### src/rtl/axis_burst_player.sv
// Burst player between a 256-bit AXI-Stream FIFO and a DAC stream: emits burst_len beats per
// trigger and fills with zeros on FIFO underflow. Optional tlast output: AXIS_BURST_PLAYER_TLAST_EN.
module axis_burst_player #(
  parameter int DATA_WIDTH = 256,
  parameter int CNT_WIDTH  = 16
) (
  input  logic                  axis_clk,
  input  logic                  rst,
  input  logic [DATA_WIDTH-1:0] s_axis_tdata,
  input  logic                  s_axis_tvalid,
  output logic                  s_axis_tready,
  output logic [DATA_WIDTH-1:0] m_axis_tdata,
  output logic                  m_axis_tvalid,
  input  logic                  m_axis_tready,
`ifdef AXIS_BURST_PLAYER_TLAST_EN
  output logic                  m_axis_tlast,
`endif
  input  logic                  arm,
  input  logic                  trigger,
  input  logic                  abort,
  input  logic [CNT_WIDTH-1:0]  burst_len,
  output logic                  busy,
  output logic                  done,
  output logic                  underflow,
  output logic [CNT_WIDTH-1:0]  beats_sent
);

  localparam logic [CNT_WIDTH-1:0]  CNT_ZERO  = {CNT_WIDTH{1'b0}};
  localparam logic [CNT_WIDTH-1:0]  CNT_ONE   = {{(CNT_WIDTH-1){1'b0}}, 1'b1};
  localparam logic [CNT_WIDTH-1:0]  CNT_MAX   = {CNT_WIDTH{1'b1}};
  localparam logic [DATA_WIDTH-1:0] DATA_ZERO = {DATA_WIDTH{1'b0}};

  typedef enum logic [1:0] {
    S_IDLE  = 2'd0,
    S_ARMED = 2'd1,
    S_RUN   = 2'd2,
    S_FLUSH = 2'd3
  } state_t;

  state_t                state_q, state_d;
  logic [CNT_WIDTH-1:0]  len_q, len_d;
  logic [CNT_WIDTH-1:0]  load_cnt_q, load_cnt_d;
  logic [CNT_WIDTH-1:0]  beats_q, beats_d;
  logic [DATA_WIDTH-1:0] tdata_q, tdata_d;
  logic                  tvalid_q, tvalid_d;
  logic                  uflow_q, uflow_d;
  logic                  accept_s, arm_ok_s, load_en_s, last_load_s, abort_s;

  assign accept_s    = tvalid_q && m_axis_tready;
  assign arm_ok_s    = arm && (burst_len != CNT_ZERO);
  assign abort_s     = abort && (state_q != S_IDLE);
  assign last_load_s = (load_cnt_q == (len_q - CNT_ONE));
  // A load may overwrite the output register only when it is empty or being drained this cycle.
  assign load_en_s   = (state_q == S_RUN) && !abort && (!tvalid_q || m_axis_tready) &&
                       (load_cnt_q < len_q);

  // State register.
  always_ff @(posedge axis_clk) begin
    if (!rst) begin
      state_q <= S_IDLE;
    end else begin
      state_q <= state_d;
    end
  end

  // Next-state logic; abort overrides every other event.
  always_comb begin
    state_d = state_q;
    if (abort_s) begin
      state_d = S_IDLE;
    end else begin
      case (state_q)
        S_IDLE:  if (arm_ok_s) state_d = S_ARMED; else state_d = S_IDLE;
        S_ARMED: if (trigger) state_d = S_RUN; else state_d = S_ARMED;
        S_RUN:   if (load_en_s && last_load_s) state_d = S_FLUSH; else state_d = S_RUN;
        S_FLUSH: if (accept_s) state_d = S_IDLE; else state_d = S_FLUSH;
        default: state_d = S_IDLE;
      endcase
    end
  end

  // State-decoded outputs.
  always_comb begin
    s_axis_tready = load_en_s;
    busy          = (state_q != S_IDLE);
    done          = (state_q == S_FLUSH) && accept_s && !abort;
  end

  // Datapath next-state: output stage, counters and sticky underflow.
  always_comb begin
    len_d      = len_q;
    load_cnt_d = load_cnt_q;
    tdata_d    = tdata_q;
    tvalid_d   = tvalid_q;
    uflow_d    = uflow_q;
    if (accept_s && (beats_q != CNT_MAX)) begin
      beats_d = beats_q + CNT_ONE;
    end else begin
      beats_d = beats_q;
    end
    if (abort_s) begin
      tvalid_d = 1'b0;
    end else begin
      if (load_en_s) begin
        tvalid_d   = 1'b1;
        load_cnt_d = load_cnt_q + CNT_ONE;
        if (s_axis_tvalid) begin
          tdata_d = s_axis_tdata;
        end else begin
          tdata_d = DATA_ZERO;
          uflow_d = 1'b1;
        end
      end else if (accept_s) begin
        tvalid_d = 1'b0;
      end else begin
        tvalid_d = tvalid_q;
      end
      if (arm_ok_s && ((state_q == S_IDLE) || (state_q == S_ARMED))) begin
        len_d   = burst_len;
        uflow_d = 1'b0;
        beats_d = CNT_ZERO;
      end else begin
        len_d = len_q;
      end
      if ((state_q == S_ARMED) && trigger) begin
        load_cnt_d = CNT_ZERO;
      end else begin
        load_cnt_d = load_cnt_d;
      end
    end
  end

  // Datapath registers.
  always_ff @(posedge axis_clk) begin
    if (!rst) begin
      len_q      <= CNT_ZERO;
      load_cnt_q <= CNT_ZERO;
      beats_q    <= CNT_ZERO;
      tdata_q    <= DATA_ZERO;
      tvalid_q   <= 1'b0;
      uflow_q    <= 1'b0;
    end else begin
      len_q      <= len_d;
      load_cnt_q <= load_cnt_d;
      beats_q    <= beats_d;
      tdata_q    <= tdata_d;
      tvalid_q   <= tvalid_d;
      uflow_q    <= uflow_d;
    end
  end

`ifdef AXIS_BURST_PLAYER_TLAST_EN
  logic tlast_q, tlast_d;

  // tlast travels with the data of the final load.
  always_comb begin
    if (abort_s) begin
      tlast_d = 1'b0;
    end else if (load_en_s) begin
      tlast_d = last_load_s;
    end else begin
      tlast_d = tlast_q;
    end
  end

  // tlast register.
  always_ff @(posedge axis_clk) begin
    if (!rst) begin
      tlast_q <= 1'b0;
    end else begin
      tlast_q <= tlast_d;
    end
  end

  assign m_axis_tlast = tlast_q;
`endif

  assign m_axis_tdata  = tdata_q;
  assign m_axis_tvalid = tvalid_q;
  assign underflow     = uflow_q;
  assign beats_sent    = beats_q;

endmodule
### config.mk
export PLATFORM = sky130hd
export DESIGN_NAME = axis_burst_player
export DESIGN_NICKNAME = d
export VERILOG_FILES = /design/src/rtl/axis_burst_player.sv
export SDC_FILE = /design/constraint.sdc
export NUM_CORES = 1
export LEC_CHECK = 0
export ABC_CLOCK_PERIOD_IN_PS = 6100
export CAP_MARGIN = 10
export CORE_AREA = 4 4 212 214
export CTS_BUF_LIST = sky130_fd_sc_hd__clkbuf_16
export DETAILED_ROUTE_END_ITERATION = 8
export DIE_AREA = 0 0 216 218
export GPL_ROUTABILITY_DRIVEN = 0
export PLACE_DENSITY = 0.66
export SLEW_MARGIN = 30
export SYNTH_ARGS = -nofsm -noshare
export SYNTH_HDL_FRONTEND = slang
export SYNTH_SLANG_ARGS = --single-unit
### constraint.sdc
create_clock -name axis_clk -period 6.1 [get_ports axis_clk]
set_input_delay 0.61 -clock axis_clk [delete_from_list [all_inputs] [get_ports axis_clk]]
set_output_delay 0.61 -clock axis_clk [all_outputs]
set_load 0.01 [all_outputs]
==> key figures <==
Status
  – Status: completed

Worst setup path
  – Worst setup path start: len_q[10]
  – CP endpoint: s_axis_tready
  – CP max stage delay: 0.69 ns
  – Critical path peak fanout: 63
  – Reg2reg path depth: 10
  – Crit path DAT: 4.00 ns
  – Worst setup SP type: flip-flop
  – WP data required: 5.49 ns
  – Capturing point of the worst reg2reg path: m_axis_tdata[187]
  – Worst-path cell chain: inv_1, ha_1, nand4_1, a2111o_1, a21oi_2, or2_4, inv_8, clkdlybuf4s50_1
  – Flop-to-flop setup slack: 1.89 ns
  – CP endpoint kind: output port
  – WS Path Type: reg -> out
  – R2r startpoint: len_q[10]
  – Slowest CP cell: or2_4

Detailed routing
  – Residual DRC count: 0
  – Pre-Repair DR Iteration Count: 5
  – Average vias per placed instance: 4.80
  – Routed via count: 12.5k
  – Routed wire length: 46200 microns
  – Starting DRT DRC Count: 797
  – ANT nets after route: 0
  – DR WL/cell: 17.8 microns

Timing
  – Pins Over Slew Limit: 0
  – Slew HR: 36.3%
  – Tcrit/Tclk final: 75.6%
  – Least-Margin Pin Slew: 0.956 ns
  – Worst setup margin: 1.49 ns
  – Worst hold slack: 0.447 ns
  – Worst Skew: 0.0172 ns
  – RSZ-0062 raised after global routing: no
  – Final Hold Vio Count: 0
  – Fmax: 0.217 GHz
  – Post-layout min period: 4.61 ns
  – Setup TNS: 0 ns
  – Setup violations, final: 0

Pwr
  – Sw Ratio: 23.2%
  – Peak supply drop: 0.237 mV
  – Power Density: 226 nW/um^2
  – Total chip power: 4520 uW
  – Clock share of power: 45.5%
  – Internal Pwr Total: 3470 uW
  – Switching Power: 1050 uW
  – Comb pwr share: 9.2%
  – Sequential Power Share: 45.3%
  – Leakage: 0.00666 uW

CTS
  – CTS tree: built
  – Clk sinks: 308
  – H-tree depth: 2
  – CTS Hold Bufs: 0
  – Post-CTS setup buffers: 0
  – CTS buffer count: 37
  – Resize count post-CTS: 0
  – Buffer levels on the longest clock path: 3
  – Root Driver: clkbuf_16
  – Clock transition at the registers of the reported paths: 0.06 ns
  – Clock Latency Late Sink: 0.54 ns

Floorplanning
  – Core Area: 42900 sq um
  – Cell Rows: 76
  – Initial core utilization: 30.4%
  – Die Y: 218 microns
  – # IOs: 556
  – Full die area: 47100 sq um
  – Die W: 216 microns

Synthesis
  – Syn nets: 1811
  – Ys flop type: dfxtp_1
  – Mapped cell area: 13000 sq um
  – Xor and xnor area share after synthesis: 3.09%
  – Synth warn: 0
  – Synth Register Bits: 308
  – Syn Inst Count: 1513
  – Library cells used by synthesis: 54
  – Synth Area in Simple Gates: 24.2%
  – Post-synth EDFFs: 0
  – Sequential fraction of the synthesis area: 47.4%
  – Main combinational cell family by area after synthesis: simple AND/OR/NAND/NOR gates
  – Post-synthesis compound-gate area fraction: 16.7%
  – Post-Synth Adder-Cell Area: 1.83%
  – Multiplexer area fraction after synthesis: 1.54%
  – Asr flop ratio synth: 0%
  – Average cell area after synthesis: 8.61 sq um

Global route
  – Met1 GRT Util: 21.4%
  – Vias in the first global route: 12.2k
  – GR met2 Demand/Resource: 31.2%
  – GRT Overall Usage: 18.5%
  – Antenna violations before repair: 4
  – Largest net degree at the start of global routing: 131
  – Most used routing layer: met2
  – First-pass GRT wire length: 70500 microns
  – Grt total ovfl: 0
  – Met3 Use GR: 6.24%

Place
  – I/O Buffers: 555
  – Detail Placement HPWL: 32700 microns
  – Placed cells: 2534
  – Setup WS pre-CTS: 1.59 ns

Run
  – Max Cap Viol: 0

Worst hold path
  – HP Class: reg -> reg

Finish
  – Fillers: 4083
  – Area grow syn2layout: 53.4%
  – Fraction of layout cells with a size suffix above 1: 3.68%
  – Final Net Count: 2286
  – Non-Filler Instances: 2599
-- state kept, by name, summed over array words and instances, names as in the netlist --
register       flops
len_q             16
underflow          1
state_q            2
m_axis_tdata     256
load_cnt_q        16
m_axis_tvalid      1
beats_sent        16
-- routing by layer --
metal	share of wire, %	up-vias
li1	-	6124
met5	0.058	-
met2	48	466
met3	8.5	110
met4	3.9	4
met1	40	5768
-- synth_stat cells (2+ instances only) --
| library cell | number | area [sq um] |
|---|---|---|
| a21boi_0 | 101 | 758 |
| a21boi_1 | 156 | 1170 |
| a21oi_1 | 15 | 75.1 |
| a21oi_2 | 2 | 17.5 |
| a31oi_1 | 2 | 12.5 |
| a41oi_1 | 2 | 17.5 |
| and2_1 | 2 | 12.5 |
| and3_1 | 3 | 18.8 |
| and4_1 | 2 | 17.5 |
| buf_1 | 16 | 60.1 |
| buf_2 | 44 | 220 |
| buf_4 | 15 | 113 |
| clkbuf_1 | 53 | 199 |
| dfxtp_1 | 308 | 6170 |
| ha_1 | 19 | 238 |
| inv_1 | 21 | 78.8 |
| mux2i_1 | 20 | 200 |
| nand2_1 | 282 | 1060 |
| nand3_1 | 274 | 1370 |
| nand4_1 | 9 | 56.3 |
| nor2_1 | 35 | 131 |
| nor2b_1 | 18 | 113 |
| nor3_1 | 7 | 35.0 |
| nor3b_1 | 3 | 22.5 |
| nor4_1 | 14 | 87.6 |
| nor4b_1 | 3 | 26.3 |
| o211ai_1 | 3 | 22.5 |
| o21ai_0 | 8 | 40.0 |
| o31ai_1 | 2 | 15.0 |
| or2_2 | 2 | 12.5 |
| or3_1 | 5 | 31.3 |
| xnor2_1 | 35 | 307 |
| xor2_1 | 11 | 96.3 |
-- area by class of cell --
type	count	area, sq um	share of cell area, %
multi-input combinational	1054	6170	30.9
clock inverter	23	134	0.670
sequential	308	6170	30.9
timing repair buffer	565	5690	28.5
antenna	3	7.51	0.0376
tap	585	732	3.66
inverter	22	90.1	0.451
clock buffer	39	976	4.89
-- power groups by stage --
stage,logic [uW],clock network [uW],registers (uW)
finish,416,2060,2040
global route,448,2220,2050
CTS,421,2140,2040
detailed placement,419,0,2090
global placement,412,0,2090
floorplan,172,0,2090
-- critical path: cells and delay by family, from the launching register on --
family	cells	cell delay, ns
simple gates	2	0.81
fa+ha+maj	1	0.32
flops	1	0.42
buf+inv	3	0.96
compound gates	2	0.90
-- how the worst min path moves through the flow --
stage,slack [ns],startpoint,cells past startpoint,end
3_3_place_gp,0.44,m_axis_tdata[215],2,m_axis_tdata[215]
6_report,0.45,m_axis_tdata[15],2,m_axis_tdata[15]
4_1_cts,0.45,m_axis_tdata[15],2,m_axis_tdata[15]
5_1_grt,0.46,m_axis_tdata[118],2,m_axis_tdata[118]
2_1_floorplan,0.48,m_axis_tdata[100],2,m_axis_tdata[100]
3_5_place_dp,0.44,m_axis_tdata[79],2,m_axis_tdata[79]
-- logic make-up (layout without fill, tap and decap cells) --
group,count (synthesis),in the layout
AND/OR/NAND/NOR,673,673
flip-flops,308,308
AO/OA/AOI/OAI,296,296
buffers and inverters,151,649
XOR/XNOR,46,46
multiplexers,20,20
adder cells (fa/ha/maj),19,19
other,0,3
-- placed cells by master, fill, tap and decap left out, types with 3 or more instances in the layout --
cell type | netlist | layout
clkdlybuf4s50_1 | 0 | 553
dfxtp_1 | 308 | 308
nand2_1 | 282 | 281
nand3_1 | 274 | 274
a21boi_1 | 156 | 156
a21boi_0 | 101 | 101
clkbuf_16 | 0 | 39
nor2_1 | 35 | 35
xnor2_1 | 35 | 35
inv_1 | 21 | 28
mux2i_1 | 20 | 20
ha_1 | 19 | 19
nor2b_1 | 18 | 18
a21oi_1 | 15 | 15
nor4_1 | 14 | 14
xor2_1 | 11 | 11
nand4_1 | 9 | 9
clkinv_1 | 0 | 9
o21ai_0 | 8 | 8
nor3_1 | 7 | 7
or3_1 | 5 | 5
buf_4 | 15 | 5
diode_2 | 0 | 3
o211ai_1 | 3 | 3
nor3b_1 | 3 | 3
nor4b_1 | 3 | 3
and3_1 | 3 | 3
buf_6 | 1 | 3
buf_12 | 0 | 3
-- through the flow --
step / util, % / instance area (sq um)
detailed placement: 44.0 / 18800
finish: 46.6 / 20000
global route: 46.6 / 20000
CTS: 46.5 / 20000
global placement: 43.8 / 18800
floorplan: - / 13000
(Power assumes the default switching activity.)
